<file path="src/rtl/uart_cmd_slave.sv">
// uart_cmd_slave: host command link endpoint.
// Assembles 16-bit commands from two UART bytes; serialises 8-bit responses.
module uart_cmd_slave #(
    parameter int BAUD_DIV     = 108,
    parameter int TIMEOUT_BITS = 32
) (
    input  logic        clk,
    input  logic        rst,
    input  logic        RX,
    output logic        TX,
    output logic [15:0] cmd,
    output logic        cmd_rdy,
    input  logic        clr_cmd_rdy,
    input  logic [7:0]  resp,
    input  logic        send_resp,
    output logic        tx_busy,
    output logic        resp_sent,
    output logic        frm_err
);

    localparam int BW       = $clog2(BAUD_DIV);
    localparam int TO_LIMIT = TIMEOUT_BITS * BAUD_DIV;
    localparam int TW       = $clog2(TO_LIMIT);

    localparam logic [BW-1:0] BAUD_LAST = BW'(BAUD_DIV - 1);
    localparam logic [BW-1:0] HALF_LAST = BW'(BAUD_DIV / 2 - 1);
    localparam logic [TW-1:0] TO_LAST   = TW'(TO_LIMIT - 1);

    typedef enum logic [1:0] {
        RX_IDLE,
        RX_START,
        RX_DATA,
        RX_STOP
    } rx_state_t;

    typedef enum logic {
        ASM_HIGH,
        ASM_LOW
    } asm_state_t;

    typedef enum logic {
        TX_IDLE,
        TX_BUSY
    } tx_state_t;

    // ---------------- RX path ----------------
    logic rx_s1_q, rx_s2_q, rx_s3_q;

    rx_state_t       rx_state_q, rx_state_d;
    logic [BW-1:0]   rx_cnt_q, rx_cnt_d;
    logic [3:0]      rx_bit_q, rx_bit_d;
    logic [7:0]      rx_shift_q, rx_shift_d;
    logic            frm_err_q, frm_err_d;

    logic start_det;
    logic byte_vld;

    assign start_det = (rx_state_q == RX_IDLE) && rx_s3_q && !rx_s2_q;

    // Synchroniser plus one extra stage for falling-edge detection.
    always_ff @(posedge clk or posedge rst) begin
        if (rst) begin
            rx_s1_q <= 1'b1;
            rx_s2_q <= 1'b1;
            rx_s3_q <= 1'b1;
        end else begin
            rx_s1_q <= RX;
            rx_s2_q <= rx_s1_q;
            rx_s3_q <= rx_s2_q;
        end
    end

    // Receiver: mid-bit start check, then 8 data bits and stop at full bit spacing.
    always_comb begin
        rx_state_d = rx_state_q;
        rx_cnt_d   = rx_cnt_q;
        rx_bit_d   = rx_bit_q;
        rx_shift_d = rx_shift_q;
        frm_err_d  = 1'b0;
        byte_vld   = 1'b0;
        case (rx_state_q)
            RX_IDLE: begin
                if (start_det) begin
                    rx_state_d = RX_START;
                    rx_cnt_d   = '0;
                end
            end
            RX_START: begin
                if (rx_cnt_q == HALF_LAST) begin
                    rx_cnt_d   = '0;
                    rx_bit_d   = '0;
                    rx_state_d = rx_s2_q ? RX_IDLE : RX_DATA;
                end else begin
                    rx_cnt_d = rx_cnt_q + 1'b1;
                end
            end
            RX_DATA: begin
                if (rx_cnt_q == BAUD_LAST) begin
                    rx_cnt_d   = '0;
                    rx_shift_d = {rx_s2_q, rx_shift_q[7:1]};
                    if (rx_bit_q == 4'd7) begin
                        rx_state_d = RX_STOP;
                    end else begin
                        rx_bit_d = rx_bit_q + 4'd1;
                    end
                end else begin
                    rx_cnt_d = rx_cnt_q + 1'b1;
                end
            end
            RX_STOP: begin
                if (rx_cnt_q == BAUD_LAST) begin
                    rx_cnt_d   = '0;
                    rx_state_d = RX_IDLE;
                    if (rx_s2_q) begin
                        byte_vld = 1'b1;
                    end else begin
                        frm_err_d = 1'b1;
                    end
                end else begin
                    rx_cnt_d = rx_cnt_q + 1'b1;
                end
            end
            default: rx_state_d = RX_IDLE;
        endcase
    end

    // Receiver state registers.
    always_ff @(posedge clk or posedge rst) begin
        if (rst) begin
            rx_state_q <= RX_IDLE;
            rx_cnt_q   <= '0;
            rx_bit_q   <= '0;
            rx_shift_q <= '0;
            frm_err_q  <= 1'b0;
        end else begin
            rx_state_q <= rx_state_d;
            rx_cnt_q   <= rx_cnt_d;
            rx_bit_q   <= rx_bit_d;
            rx_shift_q <= rx_shift_d;
            frm_err_q  <= frm_err_d;
        end
    end

    // ---------------- Command assembly ----------------
    asm_state_t      asm_q, asm_d;
    logic [7:0]      hi_q, hi_d;
    logic [TW-1:0]   to_cnt_q, to_cnt_d;
    logic [15:0]     cmd_q, cmd_d;
    logic            cmd_rdy_q, cmd_rdy_d;
    logic            cmd_set;

    // High/low byte pairing with inter-byte timeout and ready handshake.
    always_comb begin
        asm_d    = asm_q;
        hi_d     = hi_q;
        to_cnt_d = to_cnt_q;
        cmd_d    = cmd_q;
        cmd_set  = 1'b0;
        case (asm_q)
            ASM_HIGH: begin
                to_cnt_d = '0;
                if (byte_vld) begin
                    hi_d  = rx_shift_q;
                    asm_d = ASM_LOW;
                end
            end
            ASM_LOW: begin
                if (byte_vld) begin
                    cmd_d    = {hi_q, rx_shift_q};
                    cmd_set  = 1'b1;
                    asm_d    = ASM_HIGH;
                    to_cnt_d = '0;
                end else if (start_det) begin
                    to_cnt_d = '0;
                end else if (rx_state_q == RX_IDLE) begin
                    if (to_cnt_q == TO_LAST) begin
                        asm_d    = ASM_HIGH;
                        hi_d     = '0;
                        to_cnt_d = '0;
                    end else begin
                        to_cnt_d = to_cnt_q + 1'b1;
                    end
                end
            end
            default: asm_d = ASM_HIGH;
        endcase
        if (frm_err_d) begin
            asm_d    = ASM_HIGH;
            to_cnt_d = '0;
        end

        cmd_rdy_d = cmd_rdy_q;
        if (cmd_set) begin
            cmd_rdy_d = 1'b1;
        end else if (clr_cmd_rdy || (start_det && asm_q == ASM_HIGH)) begin
            cmd_rdy_d = 1'b0;
        end
    end

    // Assembly state registers.
    always_ff @(posedge clk or posedge rst) begin
        if (rst) begin
            asm_q     <= ASM_HIGH;
            hi_q      <= '0;
            to_cnt_q  <= '0;
            cmd_q     <= '0;
            cmd_rdy_q <= 1'b0;
        end else begin
            asm_q     <= asm_d;
            hi_q      <= hi_d;
            to_cnt_q  <= to_cnt_d;
            cmd_q     <= cmd_d;
            cmd_rdy_q <= cmd_rdy_d;
        end
    end

    // ---------------- TX path ----------------
    tx_state_t       tx_state_q, tx_state_d;
    logic [BW-1:0]   tx_cnt_q, tx_cnt_d;
    logic [3:0]      tx_bit_q, tx_bit_d;
    logic [8:0]      tx_shift_q, tx_shift_d;
    logic            tx_q, tx_d;
    logic            resp_sent_c;

    // Transmitter: start bit on accept, then data LSB first and a stop bit.
    always_comb begin
        tx_state_d  = tx_state_q;
        tx_cnt_d    = tx_cnt_q;
        tx_bit_d    = tx_bit_q;
        tx_shift_d  = tx_shift_q;
        tx_d        = tx_q;
        resp_sent_c = 1'b0;
        case (tx_state_q)
            TX_IDLE: begin
                tx_d = 1'b1;
                if (send_resp) begin
                    tx_state_d = TX_BUSY;
                    tx_shift_d = {1'b1, resp};
                    tx_d       = 1'b0;
                    tx_cnt_d   = '0;
                    tx_bit_d   = '0;
                end
            end
            TX_BUSY: begin
                if (tx_cnt_q == BAUD_LAST) begin
                    tx_cnt_d = '0;
                    if (tx_bit_q == 4'd9) begin
                        resp_sent_c = 1'b1;
                        tx_state_d  = TX_IDLE;
                        tx_d        = 1'b1;
                    end else begin
                        tx_d       = tx_shift_q[0];
                        tx_shift_d = {1'b1, tx_shift_q[8:1]};
                        tx_bit_d   = tx_bit_q + 4'd1;
                    end
                end else begin
                    tx_cnt_d = tx_cnt_q + 1'b1;
                end
            end
            default: tx_state_d = TX_IDLE;
        endcase
    end

    // Transmitter state registers.
    always_ff @(posedge clk or posedge rst) begin
        if (rst) begin
            tx_state_q <= TX_IDLE;
            tx_cnt_q   <= '0;
            tx_bit_q   <= '0;
            tx_shift_q <= '1;
            tx_q       <= 1'b1;
        end else begin
            tx_state_q <= tx_state_d;
            tx_cnt_q   <= tx_cnt_d;
            tx_bit_q   <= tx_bit_d;
            tx_shift_q <= tx_shift_d;
            tx_q       <= tx_d;
        end
    end

    assign TX        = tx_q;
    assign tx_busy   = (tx_state_q == TX_BUSY);
    assign resp_sent = resp_sent_c;
    assign cmd       = cmd_q;
    assign cmd_rdy   = cmd_rdy_q;
    assign frm_err   = frm_err_q;

endmodule

</file>
<file path="config.mk">
export PLATFORM = sky130hd
export DESIGN_NAME = uart_cmd_slave
export DESIGN_NICKNAME = d
export VERILOG_FILES = /design/src/rtl/uart_cmd_slave.sv
export SDC_FILE = /design/constraint.sdc
export NUM_CORES = 1
export LEC_CHECK = 0
export ABC_AREA = 1
export ABC_CLOCK_PERIOD_IN_PS = 2900
export BUFFER_PORTS_ARGS = -buffer_cell sky130_fd_sc_hd__buf_2
export CORE_UTILIZATION = 37
export CTS_CLUSTER_SIZE = 24
export DETAILED_ROUTE_END_ITERATION = 8
export SYNTH_ARGS = -nofsm -noshare
export SYNTH_HDL_FRONTEND = slang
export SYNTH_SLANG_ARGS = --single-unit
export TNS_END_PERCENT = 30
</file>
<file path="constraint.sdc">
create_clock -name clk -period 2.9 [get_ports clk]
set_clock_uncertainty 0.2 [all_clocks]
set_input_delay 0.435 -clock clk [delete_from_list [all_inputs] [get_ports clk]]
set_output_delay 0.435 -clock clk [all_outputs]
set_load 0.02 [all_outputs]
</file>
Word-level counts from Yosys, hierarchy flattened
Index checks and enable logic that the tools add are counted.

Muxes and demuxes: 65. Add/subtract/negate cells: 5. Reduce and logical (&&, ||, !) cells: 15. Bitwise logic cells: 2. Eq/ne operators: 24.

Operators with widths (count): $mux 12 (5); $mux 8 (5); $mux 7 (5); $mux 9 (3); $mux 1 (24); $mux 4 (6); $pmux 12 s2 (1); $ne 2x2->1 const B (11); $pmux 7 s3 (1); $pmux 9 s2 (1); $pmux 4 s2 (2); $pmux 8 s2 (1); $add 7x1->7 const B (2); $eq 7x7->1 const B (2); $pmux 7 s2 (1); $add 12x1->12 const B (1); $eq 12x12->1 const B (1); $mux 2 (6); $reduce_and 5->1 (2); $add 4x1->4 const B (2); $pmux 2 s4 (1); $eq 7x6->1 const B (1); $ne 2x1->1 const B (3); $pmux 1 s2 (3); other kinds (15) (21).

Bits of input ports: 13. Bits in registers: 85.

Logic depth before layout (Yosys ltp)
Gate-level depths: netlist (run 1).

Depth in word-level cells: 7. Depth in mapped cells: 15.

Worst setup path after synthesis (run 1)
Ideal clock, no wire load.

Path kind: reg-to-reg. Start: register rx_cnt_q[0]. End: register hi_q[0]. Setup time: 0.065 ns. Arrival: 1.922 ns. Period minus slack after synthesis: 2.187 ns. Setup slack: 0.713 ns. Cell stages (with the launch flop): 12. Data required time: 2.635 ns. Buffers on the path: 0. Cells stage by stage: dfrtp_1 -> ha_1 -> inv_1 -> nor2_1 -> nand3_1 -> nor2_1 -> inv_1 -> ha_1 -> clkinv_1 -> nand2_1 -> nand2_1 -> nand2_1.

Cells in the longest elaborated chain, start to end: 5.

RTL lines: start: declaration (line 50) `logic [BW-1:0] rx_cnt_q, rx_cnt_d;`; start signal: assignment (line 137) `rx_cnt_q <= rx_cnt_d;`; $eq 7x7->1 * (line 111) `if (rx_cnt_q == BAUD_LAST) begin`; $mux 1 * (line 111); $mux 1 * (line 81) `case (rx_state_q)`; $ne 2x2->1 (no source line); $reduce_and 5->1 (no source line) *; end signal: assignment (line 210) `hi_q <= hi_d;`; end: declaration (line 146) `logic [7:0] hi_q, hi_d;`.

Mark *: on every way between the ends. The rest lies on a longest branch, timed or not. A chain may end at the register's enable or synchronous reset.

Worst setup path in the final report (run 1)
Start: register rx_cnt_q[0]. End: register hi_q[2].

The elaborated chain is that of the path after synthesis.

==> results.toml, run 1 <==
[outcome]
status = "complete, no violations"

[drt]
routed_wl_um = 7760
wl_per_cell_um = 11.48
post_drt_via_cell_ratio = 4.657
drc_errors = 0
num_vias = 3148
ant_nets = 0
first_pass_iters = 4
drtIter0Drc = 119

[sta]
fmax_mhz = 387.3
min_period_ns = 2.582
whs_ns = 0.06546
period_share = 0.8904
maxSlewViolCount = 0
fin_ws_ns = 0.3179
setup_viol = 0
worst_pin_slew_ns = 0.6021
max-slew-margin-rel = 0.5982
hold_viol_final = 0
tns_ns = 0
rsz0062_at_grt = "no"

[final_layout]
final_common_cell = "nand2_1"
layout-drive-gt1-share = 0.1667
fillCellCount = 1039
fin_nets = 557
final_cell_mix = "nand2_1 (163), dfrtp_1 (72), inv_1 (54), nor2_1 (40), nand3_1 (39)"
syn_to_final_growth_pct = 14.54
num_antenna_cells = 0
finalInstanceArea_um2 = 4661

[critical_path]
worst-path-stages = 11
worst_path_most_repeated_cell = "nand2_1"
endpoint_kind = "flip-flop"
criticalPathCategory = "reg -> reg"
path_buf_inv = 3
r2r_cells = 11
path_cells = "ha_1 > inv_1 > nor2_1 > nand3_1 > nor2_1 > inv_1 > ha_1 > clkinv_1 > nand2_1 > nand2_1 > nand2_1"
cp_top_family = "simple AND/OR/NAND/NOR gates"
cp.required_ns = 3.00
crit_path_max_incr_delay_ns = 0.43
cpMaxStageDelayCell = "dfrtp_1"
worstSetupStartpointType = "flip-flop"
arrival_ns = 2.68
critPathMaxFanout = 9

[synth]
synth_xor_area_frac = 0.02583
yosys_warnings = 0
synth_compound_area_frac = 0.07565
async_reset_ff_frac = 1.000
synth_top_family_by_area = "simple AND/OR/NAND/NOR gates"
synthAdderAreaFrac = 0.02768
synth.distinct_cells = 31
synth_edf_count = 0
seq_area_frac_synth = 0.5203
synthMuxAreaShare = 0
synth_ff_type = "dfrtp_1"
synth-simple-area-share = 0.2771
syn-num-nets = 516
synthCells = 494
synth_area_um2 = 4069
syn_area_per_cell_um2 = 8.237
synth-seq-cells = 84

[place]
post-dp-hpwl_um = 5529
globalplace.congestion = 0.8061
dp_slack_ns = 0.2789
io_buffers = 33
dpl_cell_area_um2 = 4384

[global_route]
grt_usage = 0.1492
antenna_found_initial = 0
grt_max_degree = 36
grt_pass1_wl_um = 13610
grt_pass1_vias = 3035
grt.overflow.total = 0

[cts]
cts_tree = "yes"
clk_pin_slew_worst_paths_ns = 0.09
cts.sinks = 84
postCtsSetupBuffers = 0
clk_path_buf_depth = 2
numCtsBuffers = 9
htree_levels = 3
clockRootBuffer = "clkbuf_8"
clkLatencyLatePin_ns = 0.35

[power_and_ir_drop]
p_leak_nw = 2.364
cellPowerDensity_nw_per_um2 = 708.5
power.total_w = 0.003302
peakVddDrop_mv = 0.3220

[floorplanning]
core_area_um2 = 10510
pin_count = 34
die_area_um2 = 11420
die_y_um = 106.9
rows = 37
start_util = 0.3872
die_w_um = 106.9

[worst_hold_path]
min_path_cells = 2
hp-class = "in -> reg"

[run]
max_cap_violations = 0
==> sequential cells by signal, summed over array words and instances (netlist names), named ones only <==
name and count:
tx_bit_q 4, rx_cnt_q 7, rx_state_q 1, tx_cnt_q 7
to_cnt_q 12, tx_shift_q 8, cmd 16, rx_s1_q 1
rx_s3_q 1, frm_err 1, rx_shift_q 8, rx_s2_q 1
TX 1, cmd_rdy 1, tx_busy 1, asm_q 1
hi_q 8, rx_bit_q 4
==> cells in the mapped netlist, types with 2 or more instances <==
| cell type | instances | area, um2 |
|---|---|---|
| a21oi_1 | 6 | 30.03 |
| buf_4 | 2 | 15.01 |
| buf_6 | 3 | 33.78 |
| clkbuf_1 | 4 | 15.01 |
| clkinv_1 | 2 | 7.510 |
| dfrtp_1 | 72 | 1802 |
| dfstp_2 | 12 | 315.3 |
| ha_1 | 9 | 112.6 |
| inv_1 | 55 | 206.5 |
| inv_2 | 4 | 15.01 |
| nand2_1 | 163 | 611.8 |
| nand2_2 | 4 | 25.02 |
| nand3_1 | 39 | 195.2 |
| nand3_2 | 5 | 50.05 |
| nand4_1 | 3 | 18.77 |
| nor2_1 | 40 | 150.1 |
| nor2_2 | 4 | 25.02 |
| nor3_1 | 3 | 15.01 |
| o21ai_0 | 18 | 90.09 |
| o21ai_1 | 13 | 65.06 |
| o21ai_2 | 4 | 35.03 |
| o22ai_1 | 9 | 56.30 |
| o31ai_1 | 2 | 15.01 |
| xnor2_1 | 2 | 17.52 |
| xor2_1 | 10 | 87.58 |
==> cells by family (layout without fill, tap and decap cells) <==
family / count (synthesis) / in the layout
AOI/OAI and AO/OA: 54 / 54
and+or+nand+nor: 264 / 264
adders and majority gates: 9 / 9
DFF: 84 / 84
xor gates and xnor gates: 12 / 12
buffers and inverters: 71 / 117
==> metrics by stage <==
| step | cells | util |
|---|---|---|
| after floorplan | 494 | - |
| after global placement | 658 | 0.4172 |
| after detailed placement | 658 | 0.4172 |
| after CTS | 676 | 0.4430 |
| after global routing | 676 | 0.4435 |
| final | 676 | 0.4435 |
==> power by group <==
part	total (W)	switching [W]	leakage (nW)	internal [W]
clock	0.00104	0.000455	0.127	0.000587
combinational	0.000696	0.000421	1.14	0.000275
sequential	0.00156	0.000158	1.10	0.00141
total	0.00330	0.00103	2.36	0.00227
==> layout make-up <==
class                           count  area [um2]  area share
Sequential cell                    84        2117      0.4542
Timing Repair Buffer               39       227.7     0.04886
Clock inverter                      7       127.6     0.02738
Inverter                           62       236.5     0.05074
Multi-Input combinational cell    339        1658      0.3557
Clock buffer                        9       123.9     0.02658
Tap cell                          136       170.2     0.03651
==> metal layers <==
layer  global-route usage  part of all wire
met1               0.1913              0.50
met2               0.2470              0.46
met3              0.03830             0.031
met4              0.04599             0.011
met5                    0                 0
==> path summary, 6_finish.rpt <==
kind	start	to	slack [ns]
max	rx_cnt_q[0]	hi_q[2]	0.32
min	clr_cmd_rdy	cmd_rdy	0.07
max reg2reg	rx_cnt_q[0]	hi_q[2]	0.32
min reg2reg	rx_s1_q	rx_s2_q	0.16
max in group asynchronous	rst	to_cnt_q[2]	1.37
min in group asynchronous	rst	tx_bit_q[1]	0.46
==> what timing repair did <==
item / CTS / global route
endpoints found under the setup margin: 0 / 1
hold buffers: 2 / 0
gates resized for setup: 0 / 1
hold endpoints to repair: 23 / 0
No activity file was read; power rests on OpenSTA's default activity.
==> run 2, diff against run 1 <==
CORE_UTILIZATION = 40   (was 37)
REMOVE_ABC_BUFFERS = 1   (was unset)
==> results.toml, run 2 (same netlist as run 1, synthesis figures left out) <==
[floorplanning]
start_util = 0.4144
die_y_um = 102.9
rows = 36
die_w_um = 102.9
core_area_um2 = 9819
die_area_um2 = 10580
pin_count = 34

[final_layout]
largest_reg_flops = 16
final_common_cell = "nand2_1"
num_antenna_cells = 0
layout-drive-gt1-share = 0.1651
syn_to_final_growth_pct = 13.04
fin_nets = 556
final_cell_mix = "nand2_1 (163), dfrtp_1 (72), inv_1 (54), nor2_1 (40), nand3_1 (39)"

[sta]
worst_pin_slew_ns = 0.5642
setup_viol = 0
tns_ns = 0
rsz0062_at_grt = "no"
hold_viol_final = 0
fmax_mhz = 380.8
max-slew-margin-rel = 0.6234
period_share = 0.9056
min_period_ns = 2.626
maxSlewViolCount = 0

[cts]
clk_pin_slew_worst_paths_ns = 0.09
cts.sinks = 84
clkLatencyLatePin_ns = 0.36
clk_path_buf_depth = 2
htree_levels = 3
postCtsHoldBufs = 2
cts_tree = "yes"
numCtsBuffers = 9
cts_resized = 0
postCtsSetupBuffers = 0
clockRootBuffer = "clkbuf_8"

[power_and_ir_drop]
cellPowerDensity_nw_per_um2 = 679.2
p_leak_nw = 2.330
power.total_w = 0.003124
peakVddDrop_mv = 0.2581

[drt]
num_vias = 3155
wirelength_met1_um = 3745
top_layer_used = "met4"
drtIter0Drc = 93
drc_errors = 0
wl_met3_um = 189
ant_nets = 0
routed_wl_um = 7404
wl_met2_um = 3356
post_drt_via_cell_ratio = 4.695
wl_per_cell_um = 11.02
first_pass_iters = 4

[global_route]
grt_max_degree = 54
grt_pass1_wl_um = 12990
grt.overflow.total = 0
grt_usage = 0.1568
grt_pass1_vias = 2994
antenna_found_initial = 0

[outcome]
status = "complete, no violations"

[run]
max_cap_violations = 0

[critical_path]
critPathMaxFanout = 19
arrival_ns = 2.71
cp.required_ns = 2.98
criticalPathCategory = "reg -> reg"
worstSetupStartpointType = "flip-flop"
endpoint_kind = "flip-flop"

[place]
io_buffers = 33
post-dp-hpwl_um = 5292
globalplace.congestion = 0.8240

[worst_hold_path]
hp-class = "in -> reg"
run 2: cell types whose count changed in the layout (fill, tap and decap cells not counted):
cell        previous run  this run
nand2_2                3         4
bufinv_16              3         1
clkinvlp_4             0         2
clkinv_4               0         1
inv_6                  3         2
buf_4                  3         2
nand2_4                1         0
run 2: worst paths after layout:
check / from / to / slack (ns) / cells after the start
max: rx_cnt_q[0] / to_cnt_q[7] / 0.27 / 15
min: clr_cmd_rdy / cmd_rdy / 0.04 / 2
max reg2reg: rx_cnt_q[0] / to_cnt_q[7] / 0.27 / 15
min reg2reg: rx_s1_q / rx_s2_q / 0.16 / 0
max in group asynchronous: rst / rx_s3_q / 1.35 / 4
min in group asynchronous: rst / cmd[15] / 0.44 / 3
run 2: metrics by stage:
stage	util	cell area [um2]	worst slack, ns	instances	hold slack (ns)
4_1_cts	0.4684	4599	0.2692	672	0.03170
2_1_floorplan	-	4005	0.1197	485	0.1452
6_report	0.4684	4599	0.2739	672	0.04386
5_1_grt	0.4684	4599	0.001418	672	0.04497
3_5_place_dp	0.4453	4373	0.2675	654	0.1478
3_3_place_gp	0.4453	4373	0.3882	654	0.1473
run 2: power breakdown:
part / switching, W / internal (W) / leakage (nW) / total, W
clock: 0.000452 / 0.000411 / 0.0984 / 0.000863
combinational: 0.000424 / 0.000274 / 1.13 / 0.000698
sequential: 0.000158 / 0.00141 / 1.10 / 0.00156
run 2: layer usage:
layer  GRT usage  vias up
li1            -     1636
met1      0.2098     1478
met2      0.2462       31
met3     0.03186       10
met4     0.07042        0
met5           0        -
run 2: final cells by class:
class,instances,area [um2]
fillers,984,5220
flip-flops and latches,84,2117
multi-input cells,339,1653
inverters,62,236.5
repair buffers,38,220.2
well taps,133,166.4
clock buffers,9,123.9
clock inverters,7,82.58
run 2: critical path: stages (launching register included):
cell and delay [ns]:
dfrtp_1 0.41, ha_1 0.23, inv_1 0.05, nor2_1 0.18, nand3_1 0.21, nor2_1 0.18
inv_1 0.08, ha_1 0.17, inv_1 0.05, nor2_1 0.05, nand2_2 0.26, buf_4 0.21
nand2_1 0.05, nand2_1 0.07, nand2_1 0.05, nor2_1 0.11
